**src/rtl/conv2d_pkg.sv**
```systemverilog
// Shared types and constants for the conv2d sink-side crop/normalize path.
package conv2d_pkg;

  typedef enum logic {FILL, PASS} state_e;

  // floor(x/9) == (x*7282)>>16 exactly for x in 0..9*255.
  localparam int DIV9_MUL   = 7282;
  localparam int DIV9_SHIFT = 16;
  localparam int DIV9_MUL_W = 13;

  function automatic int sum_width(input int width);
    return 2 * width;
  endfunction

endpackage

```
**src/rtl/conv2d_div9.sv**
```systemverilog
// Combinational divide-by-9 of a 3x3 box sum, saturated to width_p bits.
module conv2d_div9
  import conv2d_pkg::*;
#(
  parameter int width_p = 8
) (
  input  logic [sum_width(width_p)-1:0] sum,
  output logic [width_p-1:0]            quotient
);

  localparam int SUM_W  = sum_width(width_p);
  localparam int PROD_W = SUM_W + DIV9_MUL_W;
  localparam logic [PROD_W-1:0] MAX_Q = PROD_W'((1 << width_p) - 1);

  logic [PROD_W-1:0] prod;
  logic [PROD_W-1:0] quo;

  // NOTE: every output of a combinational block gets a value on every path, so no latch is inferred.
  always_comb begin
    prod     = PROD_W'(sum) * PROD_W'(DIV9_MUL);
    quo      = prod >> DIV9_SHIFT;
    quotient = quo[width_p-1:0];
    if (quo > MAX_Q) quotient = {width_p{1'b1}};
  end

endmodule

```
**src/rtl/conv2d_crop_norm.sv**
```systemverilog
// Crops warm-up/border sums from conv2d's box-sum stream and normalizes kept sums by 9.
module conv2d_crop_norm
  import conv2d_pkg::*;
#(
  parameter int linewidth_px_p = 16,
  parameter int lines_p        = 16,
  parameter int width_p        = 8
) (
  input  logic                          clk_i,
  input  logic                          reset_i,
  input  logic                          valid_i,
  output logic                          ready_o,
  input  logic [sum_width(width_p)-1:0] data_i,
  output logic                          valid_o,
  input  logic                          ready_i,
  output logic [width_p-1:0]            data_o,
  output logic                          sof_o,
  output logic                          eol_o,
  output logic                          frame_done_o
);

  localparam int COL_W = $clog2(linewidth_px_p);
  localparam int ROW_W = $clog2(lines_p);
  localparam logic [COL_W-1:0] COL_LAST  = COL_W'(linewidth_px_p - 1);
  localparam logic [COL_W-1:0] COL_FIRST = COL_W'(2);
  localparam logic [ROW_W-1:0] ROW_LAST  = ROW_W'(lines_p - 1);
  localparam logic [ROW_W-1:0] ROW_FIRST = ROW_W'(2);
  localparam logic [ROW_W-1:0] ROW_FILL  = ROW_W'(1);

  logic [COL_W-1:0]   col;
  logic [ROW_W-1:0]   row;
  state_e             state, state_next;
  logic               accept, keep, xfer, col_wrap, row_wrap, last_q;
  logic [width_p-1:0] quotient;

  assign ready_o  = ~valid_o | ready_i;
  assign accept   = valid_i & ready_o;
  assign xfer     = valid_o & ready_i;
  assign col_wrap = (col == COL_LAST);
  assign row_wrap = col_wrap && (row == ROW_LAST);
  assign keep     = (state == PASS) && (col >= COL_FIRST);

  conv2d_div9 #(.width_p(width_p)) u_div9 (
    .sum      (data_i),
    .quotient (quotient)
  );

  always_comb begin
    state_next = state;
    if (accept && col_wrap) begin
      case (state)
        FILL:    if (row == ROW_FILL) state_next = PASS;
        PASS:    if (row == ROW_LAST) state_next = FILL;
        default: state_next = FILL;
      endcase
    end
  end

  // NOTE: sequential state uses non-blocking assignments so every register samples pre-edge values.
  always_ff @(posedge clk_i or posedge reset_i) begin
    if (reset_i) state <= FILL;
    else         state <= state_next;
  end

  always_ff @(posedge clk_i or posedge reset_i) begin
    if (reset_i) begin
      col <= '0;
      row <= '0;
    end else if (accept) begin
      col <= col_wrap ? '0 : col + COL_W'(1);
      if (col_wrap) row <= row_wrap ? '0 : row + ROW_W'(1);
    end
  end

  // data_o/sof_o/eol_o are left as-is after a transfer; valid_o alone qualifies them.
  always_ff @(posedge clk_i or posedge reset_i) begin
    if (reset_i) begin
      valid_o      <= 1'b0;
      data_o       <= '0;
      sof_o        <= 1'b0;
      eol_o        <= 1'b0;
      last_q       <= 1'b0;
      frame_done_o <= 1'b0;
    end else begin
      frame_done_o <= xfer & last_q;
      if (accept && keep) begin
        valid_o <= 1'b1;
        data_o  <= quotient;
        sof_o   <= (row == ROW_FIRST) && (col == COL_FIRST);
        eol_o   <= col_wrap;
        last_q  <= row_wrap;
      end else if (xfer) begin
        valid_o <= 1'b0;
      end
    end
  end

endmodule
```
**config.mk**
```make
export PLATFORM = sky130hd
export DESIGN_NAME = conv2d_crop_norm
export DESIGN_NICKNAME = d
export VERILOG_FILES = /design/src/rtl/conv2d_pkg.sv /design/src/rtl/conv2d_div9.sv /design/src/rtl/conv2d_crop_norm.sv
export SDC_FILE = /design/constraint.sdc
export NUM_CORES = 1
export LEC_CHECK = 0
export ABC_AREA = 1
export CORE_MARGIN = 2
export CORE_UTILIZATION = 45
export CTS_BUF_LIST = sky130_fd_sc_hd__clkbuf_16
export DETAILED_ROUTE_END_ITERATION = 7
export GPL_TIMING_DRIVEN = 0
export HOLD_SLACK_MARGIN = 0.03
export SLEW_MARGIN = 25
export SYNTH_ARGS = -nofsm -noshare
export SYNTH_HDL_FRONTEND = slang
export SYNTH_HIERARCHICAL = 1
export SYNTH_SLANG_ARGS = --single-unit
```
**constraint.sdc**
```tcl
create_clock -name clk_i -period 2.3 [get_ports clk_i]
set_input_delay 0.23 -clock clk_i [delete_from_list [all_inputs] [get_ports clk_i]]
set_output_delay 0.23 -clock clk_i [all_outputs]
set_load 0.01 [all_outputs]
```
==> results of run 1 <==
==> placed cells by master, fill, tap and decap left out, drive strengths merged <==
cell and instances:
a21o 2, a21oi 18, a31o 1, a31oi 2
buf 27, bufinv 1, clkbuf 3, clkdlybuf4s15 2
clkdlybuf4s50 16, clkinvlp 1, dfrtp 22, fa 44
ha 90, inv 150, nand2 178, nand3 33
nand3b 3, nand4 10, nor2 40, nor3 3
o21ai 8, o21bai 2, xnor2 5, xor2 6
==> worst register-to-register path, stage by stage (launching register included) <==
cell	delay [ns]
dfrtp_1	0.38
inv_1	0.11
ha_1	0.18
nor2_1	0.04
nand2_1	0.12
nand2_1	0.10
nor2_4	0.22
nand2_1	0.10
nand2_1	0.08
==> layout make-up <==
class                      count  area, µm²  share of cell area [%]
inverter                     151        571                    10.1
clock inverter                 1       30.0                   0.530
sequential                    22        551                    9.72
buffer                         1       7.51                   0.133
timing repair buffer          44        389                    6.87
tap                          133        166                    2.94
clock buffer                   3       75.1                    1.33
multi-input combinational    445       3870                    68.4
==> sequential cells by signal, summed over array words and instances (netlist names) <==
register,count
col,4
data_o,8
eol_o,1
frame_done_o,1
last_q,1
row,4
sof_o,1
state,1
valid_o,1
==> per-layer routing <==
metal	global-route usage [%]	vias to the layer above	share of wire (%)
met4	4.00	0	1.2
met3	0.936	8	1.9
met2	36.3	56	49
met5	0	-	0
li1	-	1991	-
met1	26.6	1789	48
==> final timing paths <==
path                       depth (start not counted)                   from               endpoint
min reg2reg                                        2  data_o[0]$_DFFE_PP0P_  data_o[0]$_DFFE_PP0P_
max                                               24             data_i[11]  data_o[0]$_DFFE_PP0P_
max reg2reg                                        8     col[0]$_DFFE_PP0P_      sof_o$_DFFE_PP0P_
min in group clk_i                                 2  data_o[0]$_DFFE_PP0P_  data_o[0]$_DFFE_PP0P_
min                                                2                reset_i    valid_o$_DFFE_PP0P_
max in group asynchronous                          2                reset_i      eol_o$_DFFE_PP0P_
==> cell families (layout without fill, tap and decap cells) <==
| group | Yosys count | count (layout) | synth area share [%] |
|---|---|---|---|
| flops | 22 | 22 | 12.0 |
| simple gates | 267 | 267 | 25.6 |
| buf+inv | 152 | 200 | 12.5 |
| fa+ha+maj | 134 | 134 | 43.6 |
| xor+xnor | 11 | 11 | 2.09 |
| compound gates | 33 | 33 | 4.27 |
==> through the flow <==
stage | hold slack, ns | setup slack [ns] | TNS, ns
after floorplan | 0.219 | -1.83 | -14.57
after global placement | 0.463 | -2.78 | -22.21
after detailed placement | 0.464 | -2.84 | -22.64
after CTS | 0.481 | -1.90 | -15.08
after global routing | 0.497 | -2.12 | -16.78
final | 0.461 | -1.93 | -15.30
==> timing repair <==
action,CTS,global route
setup buffers,10,2
resized for setup,124,14
hold buffers,0,0
pin swaps,27,7
endpoints found under the setup margin,8,8
==> flow_metrics.tcl, run 1 <==
set metrics [dict create \
    status "complete, but fails checks" \
    violations "negative setup slack" \
    crit_type "input pin to flop" \
    syn-cell-area_mm2 0.00460 \
    yosys_warnings 6 \
    die_w_um 105 \
    synth_nets 773 \
    cp_max_fo 8 \
    drc_errors 0 \
    synth_top_area_cell "ha_1" \
    layout-drive-gt1-share_pct 18.9 \
    routed_wl_mm 10.7 \
    nets 822 \
    path_clk_slew_ns 0.07 \
    die_h_um 105 \
    crit_slowest_cell "fa_1" \
    fmax_mhz 237 \
    fillers 921 \
    synth.distinct_cells 27 \
    clkSinkCount 22 \
    vias 3844 \
    wl_per_cell_um 13.4 \
    dp.cells 784 \
    cp.arrival_ns 4.37 \
    synth_most_common_cell "nand2_1" \
    drt_first_pass_iters 4 \
    worstHoldPathType "input pin to async pin" \
    path_cells "buf_8, clkinvlp_4, fa_1, inv_2, ha_4, inv_2, fa_1, inv_1, fa_1, inv_1, fa_1, inv_2, ha_4, nand2_4, nor2_4, inv_2, nor3_4, nand3_2, nand4_1, nand2_2, nor2_4, nand3_1, nand2_1, nand2_1" \
    grt_max_degree 23 \
    reg2reg_slack_ns 0.90 \
    clock-root-buffer "clkbuf_16" \
    critPathMaxStageDelay_ns 0.53 \
    startpoint_type "input pin" \
    fin_util_pct 57.4 \
    cp.required_ns 2.45 \
    async_flop_share_pct 100 \
    grtUsageTotal_pct 20.1 \
    yosysTopAreaCellShare_pct 24.5 \
    cts_htree_levels 1 \
    initial_core_util_pct 46.6 \
    route.antenna.remaining_nets 0 \
    synth_area_leaders "ha_1, fa_1, nand2_1, inv_1, dfrtp_1" \
    clk_latency_ns 0.26 \
    syn_avg_cell_area_um2 7.43 \
    slew_viol_final 0 \
    finalInstanceArea_mm2 0.00566 \
    dp_hpwl_mm 9.22 \
    grt_pass1_vias 3942 \
    slew_headroom_pct 41.2 \
    tightest_slew_ns 0.881 \
    grt_pass1_wl_mm 18.0 \
    crit_path_end_kind "flop" \
    drt_iter0_drc 130 \
    finalHoldViolCount 0 \
    fin_crit_ns 4.23 \
    cts_tree "yes" \
    cts_buffers 3 \
    final-setup-viol-count 8 \
    core_area_mm2 0.00986 \
    pin_count 33 \
    rsz0062_at_grt "true" \
    areaGrowthSynthToFinish_pct 23.1 \
    antenna_cells 0 \
    fin_skew_ns 0.00961 \
    dpl_cell_area_mm2 0.00522 \
    dieArea_mm2 0.0110 \
    worst_slack_ns -1.93 \
    overflow 0 \
    synth_seq_cells 22 \
    placement_rows 36 \
    cts_max_path_buffers 2 \
    seq_area_frac_synth_pct 12.0 \
    ys_top_cells_by_count "nand2_1, inv_1, ha_1" \
    gp_congestion 0.912 \
    path_buf_inv 8 \
    stdcell_count 800 \
    cap_violations 0 \
    synth_flop_cell "dfrtp_1" \
    antenna_found_initial 0 \
    postSynthCellCount 619 \
    io_buffers 32 \
    critical_path.top_delay_family "adder cells" \
    via_per_inst 4.81 \
    period_share_pct 184 \
    synth_edf_count 0 \
]
Power of run 1 is not shown: default switching activity piles up to over one toggle a cycle in this logic, so the estimate is an artifact.
==> inputs of run 2 (changes only) <==
--- a/config.mk
+++ b/config.mk
@@ -9,6 +9,7 @@
 export CORE_MARGIN = 2
 export CORE_UTILIZATION = 45
 export CTS_BUF_LIST = sky130_fd_sc_hd__clkbuf_16
+export CTS_CLUSTER_SIZE = 14
 export DETAILED_ROUTE_END_ITERATION = 7
 export GPL_TIMING_DRIVEN = 0
 export HOLD_SLACK_MARGIN = 0.03
==> results of run 2 <==
Same layout as run 1: the final DEF is identical, and so are final timing and power.
Power of run 2 is left out for the same reason.
==> inputs of run 3 (changes only) <==
--- a/config.mk
+++ b/config.mk
@@ -13,6 +13,7 @@
 export DETAILED_ROUTE_END_ITERATION = 7
 export GPL_TIMING_DRIVEN = 0
 export HOLD_SLACK_MARGIN = 0.03
+export SKIP_LAST_GASP = 1
 export SLEW_MARGIN = 25
 export SYNTH_ARGS = -nofsm -noshare
 export SYNTH_HDL_FRONTEND = slang
==> constraint.sdc (replaced) <==
create_clock -name clk_i -period 4.55 [get_ports clk_i]
set_input_delay 0.455 -clock clk_i [delete_from_list [all_inputs] [get_ports clk_i]]
set_output_delay 0.455 -clock clk_i [all_outputs]
set_load 0.01 [all_outputs]
==> flow_metrics.tcl, run 3 (synthesis results as in run 1) <==
set metrics [dict create \
    vias 3858 \
    rsz0062_at_grt "true" \
    pin_count 33 \
    dp.cells 784 \
    regMostFlops "data_o" \
    crit_type "input pin to flop" \
    grtUsageTotal_pct 19.3 \
    antenna_found_initial 0 \
    final_common_cell "nand2_1" \
    core_area_mm2 0.00986 \
    cts_htree_levels 1 \
    cap_violations 0 \
    layout-drive-gt1-share_pct 20.3 \
    worst_slack_ns 0.0593 \
    finalHoldViolCount 0 \
    setup-tns-final_ns 0 \
    final_cell_mix "nand2_1, inv_1, ha_1, fa_1, nor2_1" \
    routed_wl_mm 10.3 \
    slew_viol_final 0 \
    top_regs "data_o (8), col (4), row (4)" \
    io_buffers 32 \
    grt_pass1_vias 3801 \
    final-setup-viol-count 0 \
    placement_rows 36 \
    drc_errors 0 \
    cp.arrival_ns 4.63 \
    worstHoldPathType "flop to flop" \
    fin_crit_ns 4.49 \
    status "finished clean" \
    dp_hpwl_mm 8.79 \
    dieArea_mm2 0.0110 \
    clk_latency_ns 0.25 \
    grt_pass1_wl_mm 17.5 \
    areaGrowthSynthToFinish_pct 24.4 \
    gp_congestion 0.884 \
    cts_buffers 3 \
    drt_first_pass_iters 4 \
    tightest_slew_ns 0.829 \
    startpoint_type "input pin" \
    fin_skew_ns 0.0109 \
    cp_max_fo 8 \
    via_per_inst 4.80 \
    cp.required_ns 4.69 \
    antenna_cells 0 \
    initial_core_util_pct 46.6 \
    clkSinkCount 22 \
    period_share_pct 98.7 \
    die_w_um 105 \
    nets 825 \
    ff2ff_path_depth 8 \
    holdPathStages 2 \
    cts_tree "yes" \
    cts_max_path_buffers 2 \
    die_h_um 105 \
    clock-root-buffer "clkbuf_16" \
    route.antenna.remaining_nets 0 \
    stdcell_count 803 \
    overflow 0 \
    postCtsHoldBufs 0 \
    largest_register_ffs 8 \
    place_ws_ns -0.976 \
    drt_iter0_drc 155 \
    slew_headroom_pct 44.7 \
    fmax_mhz 223 \
    crit_path_end_kind "flop" \
    grt_max_degree 23 \
    path_clk_slew_ns 0.05 \
    wl_per_cell_um 12.8 \
]
==> run 3: cell count changes in the layout (fill, tap and decap cells not counted), sizes merged <==
cell	previous run	this run
clkdlybuf4s15	2	0
clkinvlp	1	0
buf	27	30
inv	150	151
clkdlybuf4s18	0	1
dlygate4sd2	0	1
==> run 3: layout make-up <==
type / instances / area, µm²
inverter: 151 / 574
multi-input combinational: 445 / 3900
clock inverter: 1 / 30.0
clock buffer: 3 / 75.1
sequential: 22 / 551
timing repair buffer: 47 / 419
tap: 133 / 166
fill: 913 / 4140
buffer: 1 / 7.51
==> run 3: metal layers <==
metal / global-route usage (%) / routed length, µm / share of wire, % / up-vias
li1: - / - / - / 2005
met1: 27.4 / 5010 / 49 / 1782
met2: 33.4 / 4920 / 48 / 63
met3: 1.12 / 290 / 2.8 / 8
met4: 2.00 / 85 / 0.82 / 0
met5: 0 / 0 / 0 / -
==> run 3: metrics by stage <==
step / instance area, µm² / utilization, % / hold slack [ns]
2_1_floorplan: 4610 / - / 0.444
3_3_place_gp: 5100 / 51.7 / 0.462
3_5_place_dp: 5100 / 51.7 / 0.466
4_1_cts: 5460 / 55.4 / 0.482
5_1_grt: 5720 / 58.0 / 0.501
6_report: 5720 / 58.0 / 0.474
==> run 3: timing repair <==
| item | CTS | global route |
|---|---|---|
| buffers inserted | 8 | 7 |
| setup endpoints to repair | 8 | 8 |
| pin swaps | 29 | 59 |
| resized for setup | 112 | 65 |
==> run 3: worst paths after layout <==
path                                            start                      to  slack [ns]
min in group asynchronous                     reset_i  frame_done_o$_DFF_PP0_        0.68
max in group asynchronous                     reset_i       sof_o$_DFFE_PP0P_        3.35
worst max-delay path                        data_i[1]   data_o[6]$_DFFE_PP0P_        0.06
worst min register to register  data_o[7]$_DFFE_PP0P_   data_o[7]$_DFFE_PP0P_        0.47
worst max register to register     col[0]$_DFFE_PP0P_       sof_o$_DFFE_PP0P_        3.18
worst min-delay path            data_o[7]$_DFFE_PP0P_   data_o[7]$_DFFE_PP0P_        0.47
==> run 3: critical path, cell delays in order <==
cell	delay, ns
buf_2	0.13
fa_2	0.51
buf_4	0.16
ha_1	0.18
xor2_1	0.16
ha_1	0.19
a21o_1	0.17
fa_1	0.50
inv_1	0.05
fa_1	0.50
inv_1	0.08
ha_4	0.27
nand2_1	0.07
nand2_1	0.11
a21oi_4	0.18
nand2_1	0.10
nand2_1	0.10
nand4_1	0.10
nand2_1	0.10
nand3_2	0.08
nor2_4	0.22
nand3_2	0.09
nand2_1	0.08
nand2_1	0.05
Power of run 3 is left out for the same reason.
